**src/rtl/seq_detector_p_if.sv**
```systemverilog
// seq_detector_p_if: serial stream, pattern load, counter clear and match
// result signals for the pattern detector. The master side drives the
// stream and controls. The slave side is the detector itself.
interface seq_detector_p_if #(
  parameter int PAT_W   = 6,
  parameter int COUNT_W = 8
);
  localparam int FILL_W = $clog2(PAT_W + 1);

  logic               din;
  logic               din_valid;
  logic               overlap;
  logic               pat_load;
  logic [PAT_W-1:0]   pat_in;
  logic               count_clr;
  logic               found;
  logic [FILL_W-1:0]  fill;
  logic [COUNT_W-1:0] match_count;

  modport master (
    output din, din_valid, overlap, pat_load, pat_in, count_clr,
    input  found, fill, match_count
  );

  modport slave (
    input  din, din_valid, overlap, pat_load, pat_in, count_clr,
    output found, fill, match_count
  );
endinterface

```
**src/rtl/seq_detector_p.sv**
```systemverilog
// seq_detector_p: parametrised serial pattern detector.
// The last PAT_W accepted bits are compared against a pattern register that
// can be loaded at run time. A match produces a registered one-cycle 'found'
// pulse. Detection can be overlapping or non-overlapping.
// Optional feature: define SEQDET_COUNT_EN to build the saturating match
// counter. When it is undefined, match_count is tied to zero and count_clr
// has no effect.
module seq_detector_p #(
  parameter int             PAT_W     = 6,
  parameter logic [PAT_W-1:0] RESET_PAT = 6'b101011,
  parameter int             COUNT_W   = 8
) (
  input logic            clk,
  input logic            reset_n,
  seq_detector_p_if.slave bus
);
  localparam int FILL_W = $clog2(PAT_W + 1);
  localparam logic [FILL_W-1:0] FULL = FILL_W'(PAT_W);

  logic [PAT_W-1:0]  pat_reg;
  logic [PAT_W-1:0]  hist;
  logic [FILL_W-1:0] fill_q;
  logic              found_q;

  logic [PAT_W-1:0]  h_next;
  logic [FILL_W-1:0] f_next;
  logic              hit;

  // Candidate window and fill for the bit being offered this cycle. A hit only
  // counts when the bit is actually accepted, which excludes load cycles.
  always_comb begin
    h_next = {hist[PAT_W-2:0], bus.din};
    f_next = (fill_q == FULL) ? fill_q : fill_q + FILL_W'(1);
    hit    = bus.din_valid && !bus.pat_load && (f_next == FULL) && (h_next == pat_reg);
  end

  // Pattern, history, fill and pulse registers. Load wins over an accepted bit.
  // In non-overlapping mode a match empties the window.
  always_ff @(posedge clk) begin
    if (!reset_n) begin
      pat_reg <= RESET_PAT;
      hist    <= '0;
      fill_q  <= '0;
      found_q <= 1'b0;
    end else if (bus.pat_load) begin
      pat_reg <= bus.pat_in;
      hist    <= '0;
      fill_q  <= '0;
      found_q <= 1'b0;
    end else if (bus.din_valid) begin
      hist    <= h_next;
      found_q <= hit;
      fill_q  <= (hit && !bus.overlap) ? '0 : f_next;
    end else begin
      found_q <= 1'b0;
    end
  end

  assign bus.found = found_q;
  assign bus.fill  = fill_q;

`ifdef SEQDET_COUNT_EN
  logic [COUNT_W-1:0] count_q;

  // Saturating match counter. A clear wins over a coincident hit.
  always_ff @(posedge clk) begin
    if (!reset_n) begin
      count_q <= '0;
    end else if (bus.count_clr) begin
      count_q <= '0;
    end else if (hit && (count_q != '1)) begin
      count_q <= count_q + COUNT_W'(1);
    end
  end

  assign bus.match_count = count_q;
`else
  logic unused_count_clr;

  assign unused_count_clr = bus.count_clr;
  assign bus.match_count  = '0;
`endif

endmodule

```
**src/flat_wrapper.sv**
```systemverilog
// flat-port wrapper written by rule: the top's interface ports become plain ports
module seq_detector_p_flat 
#(
  parameter int             PAT_W     = 6,
  parameter logic [PAT_W-1:0] RESET_PAT = 6'b101011,
  parameter int             COUNT_W   = 8
)
  (clk, reset_n, bus_din, bus_din_valid, bus_overlap, bus_pat_load, bus_pat_in, bus_count_clr, bus_found, bus_fill, bus_match_count);
  seq_detector_p_if #(.PAT_W(PAT_W), .COUNT_W(COUNT_W)) bus_i ();
  input logic clk;
  input logic reset_n;
  input wire logic [$bits(bus_i.din)-1:0] bus_din;
  input wire logic [$bits(bus_i.din_valid)-1:0] bus_din_valid;
  input wire logic [$bits(bus_i.overlap)-1:0] bus_overlap;
  input wire logic [$bits(bus_i.pat_load)-1:0] bus_pat_load;
  input wire logic [$bits(bus_i.pat_in)-1:0] bus_pat_in;
  input wire logic [$bits(bus_i.count_clr)-1:0] bus_count_clr;
  output wire logic [$bits(bus_i.found)-1:0] bus_found;
  output wire logic [$bits(bus_i.fill)-1:0] bus_fill;
  output wire logic [$bits(bus_i.match_count)-1:0] bus_match_count;
  assign bus_i.din = bus_din;
  assign bus_i.din_valid = bus_din_valid;
  assign bus_i.overlap = bus_overlap;
  assign bus_i.pat_load = bus_pat_load;
  assign bus_i.pat_in = bus_pat_in;
  assign bus_i.count_clr = bus_count_clr;
  assign bus_found = bus_i.found;
  assign bus_fill = bus_i.fill;
  assign bus_match_count = bus_i.match_count;
  seq_detector_p #(.PAT_W(PAT_W), .RESET_PAT(RESET_PAT), .COUNT_W(COUNT_W)) u_core (.clk(clk), .reset_n(reset_n), .bus(bus_i));
endmodule
```
**config.mk**
```make
export PLATFORM = sky130hd
export DESIGN_NAME = seq_detector_p_flat
export DESIGN_NICKNAME = d
export VERILOG_FILES = /design/src/rtl/seq_detector_p_if.sv /design/src/rtl/seq_detector_p.sv /design/src/flat_wrapper.sv
export SDC_FILE = /design/constraint.sdc
export NUM_CORES = 1
export LEC_CHECK = 0
export ABC_AREA = 1
export BUFFER_PORTS_ARGS = -buffer_cell sky130_fd_sc_hd__buf_2
export CAP_MARGIN = 20
export CORE_MARGIN = 1.5
export CORE_UTILIZATION = 49
export DETAILED_ROUTE_END_ITERATION = 6
export GPL_TIMING_DRIVEN = 0
export HOLD_SLACK_MARGIN = 0.1
export PLACE_DENSITY = 0.77
export RECOVER_POWER = 25
export SETUP_SLACK_MARGIN = 0.4
export SLEW_MARGIN = 20
export SYNTH_ARGS = -nofsm -noshare
export SYNTH_HDL_FRONTEND = slang
export SYNTH_SLANG_ARGS = --single-unit
```
**constraint.sdc**
```tcl
create_clock -name clk -period 1.7 [get_ports clk]
set_input_delay 0.255 -clock clk [delete_from_list [all_inputs] [get_ports clk]]
set_output_delay 0.255 -clock clk [all_outputs]
set_load 0.05 [all_outputs]
```
# [After elaboration in Yosys (flattened, before gate mapping)]
# Index checks and enable logic that the tools add are counted.
[classes] addsub=1 n_eq_ne=3 n_mux=2 bitwise_logic=2 n_reduce_logical=8
[ops] cell="3-bit == test (second input constant)" count=2
[ops] cell="6-bit == test" count=1
[ops] cell="3-bit two-way mux" count=2
[ops] cell="1-bit logical AND" count=4
[ops] cell="3-bit by 1-bit adder with 3-bit output (second input constant)" count=1
[ops] cell="3-bit OR reduction" count=1
[ops] cell="1-bit logical NOT" count=2
[ops] cell="1-bit NOT" count=2
[ops] cell="2-bit OR reduction" count=1
[totals] ff_bits=15 inputBits=13 output_inout_bits=12 word_cells=20

# [Logic depth before layout (Yosys ltp)]
[logic_depth] ltp_word=7 mapped_depth=11 mapped_depth_nobuf=11

# [Least setup slack after synthesis]
# Ideal clock, no wire load.
[synth_timing] path_type="reg2reg" start="register u_core.fill_q[0] (netlist: u_core.bus.fill[0])" end="register u_core.fill_q[1] (netlist: u_core.bus.fill[1])" setup_ns=0.121 t_arrival_ns=1.585 required_ns=1.579 slack_ns=-0.005 stages_incl_launch_ff=11 n_path_buf=0 synth_period_minus_slack_ns=1.705 cell_sequence="dfxtp_1 > inv_1 > ha_1 > inv_1 > nand2_1 > nand2_2 > nand2_1 > nor2_2 > nand3_2 > nand2_1 > a21oi_1"
[synth_via] elab_chain_cells=7 elab_cells_between_ends=8 cone_classes="1 x add/sub; 2 x eq/ne; 2 x mux; 3 x reduce/logical"
[synth_rtl] item="start, declared" line="seq_detector_p.sv:22" rtl="logic [FILL_W-1:0] fill_q;"
[synth_rtl] item="start signal, assigned" line="seq_detector_p.sv:53" rtl="fill_q <= (hit && !bus.overlap) ? '0 : f_next;"
[synth_rtl] item="3-bit by 1-bit adder with 3-bit output or 3-bit == test (tied branches)" line="seq_detector_p.sv:33" rtl="f_next = (fill_q == FULL) ? fill_q : fill_q + FILL_W'(1);"
[synth_rtl] item="3-bit two-way mux *" line="seq_detector_p.sv:33"
[synth_rtl] item="3-bit == test" line="seq_detector_p.sv:34" rtl="hit = bus.din_valid && !bus.pat_load && (f_next == FULL) && (h_next == pat_reg);"
[synth_rtl] item="1-bit logical AND (2 in a row)" line="seq_detector_p.sv:34"
[synth_rtl] item="1-bit logical AND" line="seq_detector_p.sv:53"
[synth_rtl] item="3-bit two-way mux *" line="seq_detector_p.sv:53"
# Mark *: on every way between the ends. The rest lies on a longest branch, timed or not.
# A chain may end at the register's enable or synchronous reset.

# [Final worst setup path]
# Same ends and word-level chain as after synthesis.

==> summary.txt <==
Outcome
  • Status: finished clean

Floorplan
  • I/O Pins: 25
  • Die X: 43.7 um
  • Initial Utilization: 53.2%
  • # rows: 14
  • Die area: 1910 um^2
  • Core ar.: 1520 um^2
  • Chip height: 43.7 um

Pwr
  • Peak supply drop: 0.558 mV
  • Pwr dens: 726 nW/um^2
  • Leakage power: 0.561 nW

Hold path
  • Hold Crit Class: input pin to register
  • Hold Path Depth: 3

Drt
  • Post-DRT Antenna Nets: 0
  • Drt initial violations: 27
  • Vias per cell: 4.61
  • DRC violations left: 0
  • Wire per inst: 10.6 um
  • DRT Pass-1 Iters: 4
  • Vias: 766
  • DRT Wirelength: 1760 um

Clock network
  • Clock latency at the later pin of the worst-skew pair: 0.30 ns
  • H-Tree Depth: 1
  • Clock buffer count from CTS: 3
  • Root buffer cell: clkbuf_4
  • Cts hold-fix bufs: 0
  • CTS sink count: 15
  • CTS max path bufs: 2
  • Worst-path clk slew: 0.08 ns
  • TritonCTS clock tree: built

Cells and area
  • Max FFs per register: 6
  • Antenna cell count: 0
  • Share of layout cells above drive strength 1: 34.7%
  • Multi-input gate area: 437 um^2
  • Synthesis-to-layout area growth: 28.4%
  • Register area: 309 um^2
  • Final core occ: 68.3%
  • Non-Filler Instances: 166
  • FILL cells: 144
  • Post-Layout Inst Area: 1040 um^2
  • Final nets: 166

Logic synthesis
  • Netlist cell types: 17
  • YS warnings: 0
  • Most frequent cell after synthesis: nand2_1
  • Xor/xnor share of the synthesized area: 0%
  • Top cells by area, synth: dfxtp_1 (37%), nand2_1 (13%), inv_1 (8.8%), o21ai_0 (8.0%), a21oi_1 (7.4%)
  • Synth Area in Compound Gates: 16.4%
  • Mux cell area share after synthesis: 0%
  • Yosys top cell by area: dfxtp_1
  • Synth Area in Adders: 3.09%
  • Synth Flop Type: dfxtp_1
  • Syn avg cell area: 6.70 um^2
  • Synth top cells by count: nand2_1 (29), inv_1 (19), dfxtp_1 (15)
  • Seq/Total Area, Yosys: 37.0%
  • #FFs+latches synth: 15
  • Simple-Gate Fraction of Synth Area: 24.7%
  • Mapped cell area: 811 um^2
  • Post-synth top area share: 37.0%
  • Post-synth ARST share: 0%
  • Largest family of logic cells by synthesized area: simple AND/OR/NAND/NOR gates
  • EDFF count, synth: 0
  • Post-Syn Instances: 121

Global route
  • Vias in the first global route: 670
  • Initial antenna violation count: 0
  • Largest net degree at the start of global routing: 11
  • First-pass GRT wire length: 2660 um
  • Total grt overflow: 0
  • GR Util All Layers: 19.1%

STA
  • Fin. Hold Viols: 0
  • Final worst-path cycle share: 78.0%
  • Achievable Freq: 755 MHz
  • Endpoints failing setup: 0
  • RSZ-0062 raised after global routing: yes
  • Setup tns final: 0 ns
  • Period minus WS final: 1.33 ns
  • Final WS setup: 0.375 ns
  • Pins Over Slew Limit: 0
  • Setup Skew: 0.00794 ns

Worst setup path
  • Worst setup EP type: register
  • CP max FO: 4
  • Worst setup startpoint: u_core.bus.fill[0]
  • CP endpoint: u_core.bus.fill[1]
  • CP Launch Type: register
  • Reg-to-Reg Start: u_core.bus.fill[0]
  • Worst R2R Setup Slack: 0.37 ns
  • CP Data Required Time: 1.88 ns
  • WS Path Type: register to register
  • CP arrival: 1.50 ns
  • Worst r2r path cells: 10
  • Reg2reg end: u_core.bus.fill[1]

Job
  • Max cap viols: 0

Placement
  • PortBufs: 15
  • HPWL after DPL: 1240 um
  • Setup WS pre-CTS: 0.375 ns
  • Post-Place Cell Area: 958 um^2
  • GPL Wtd Cong: 0.799
  • Placed Cells: 159
-- worst min-delay path by stage --
stage | slack [ns] | to | start
after CTS | 0.17 | u_core.pat_reg[1] | bus_pat_in[1]
after global placement | 0.46 | u_core.hist[4] | u_core.hist[4]
after floorplan | 0.38 | u_core.pat_reg[5] | bus_pat_in[5]
final | 0.17 | u_core.pat_reg[1] | bus_pat_in[1]
after detailed placement | 0.46 | u_core.hist[4] | u_core.hist[4]
after global routing | 0.18 | u_core.pat_reg[0] | bus_pat_in[0]
-- worst max-delay path, cell delays in order, from the launching register on --
cell	delay, ns
dfxtp_4	0.38
inv_4	0.04
ha_4	0.15
nand2_4	0.09
nand2_2	0.07
nand2_2	0.09
nand2_2	0.07
nor2_4	0.12
nand3_2	0.09
nand2_2	0.08
a21oi_2	0.05
-- kinds of logic after synthesis --
logic type	Yosys count
AO/OA/AOI/OAI	26
adder cells (fa/ha/maj)	2
buffers and inverters	31
flip-flops	15
other	1
AND/OR/NAND/NOR	46
-- routing by layer --
| metal | track usage (%) | routed length, um | vias up |
|---|---|---|---|
| met5 | 0 | 0 | - |
| met4 | 5.45 | 12 | 0 |
| met3 | 7.50 | 125 | 2 |
| met2 | 32.1 | 842 | 24 |
| met1 | 22.3 | 781 | 329 |
| li1 | - | - | 411 |
-- repair_timing --
item,CTS,global route
buffers inserted,2,1
pin swaps,1,9
gates cloned,0,0
setup endpoints to repair,2,3
gates resized for setup,1,12
-- power by group --
| group | internal (mW) | switching (mW) | total [mW] |
|---|---|---|---|
| registers | 0.367 | 0.0122 | 0.379 |
| clock network | 0.0915 | 0.119 | 0.211 |
| logic | 0.0552 | 0.111 | 0.166 |
| total | 0.513 | 0.242 | 0.756 |
-- per-stage QoR --
stage / hold WS (ns) / power [mW]
after floorplan: 0.377 / 0.508
after global placement: 0.459 / 0.536
after detailed placement: 0.463 / 0.540
after CTS: 0.171 / 0.747
after global routing: 0.181 / 0.785
final: 0.171 / 0.756
-- cell usage in the layout, fill, tap and decap left out --
master    count
nor2_1        9
nand2_4       1
buf_4        11
conb_1        8
nand3_1       1
ha_4          1
ha_1          1
nand2_1      22
o211ai_1      1
clkbuf_4      3
inv_1        17
dfxtp_4       2
dfxtp_2       1
inv_4         2
o21ai_0      13
a21oi_2       1
nand2_2       8
nand3_2       1
nor2_2        1
nor2_4        3
a21oi_1      11
clkbuf_1      3
buf_2        15
inv_2         2
dfxtp_1      12
-- cell type report --
| cell class | instances | share of cell area, % |
|---|---|---|
| multi-input cells | 82 | 41.9 |
| flip-flops and latches | 15 | 29.7 |
| repair buffers | 18 | 9.25 |
| inverters | 21 | 8.05 |
| plain buffers | 10 | 6.61 |
| clock buffers | 4 | 2.52 |
| well taps | 16 | 1.92 |
No activity file was read; power rests on OpenSTA's default activity.
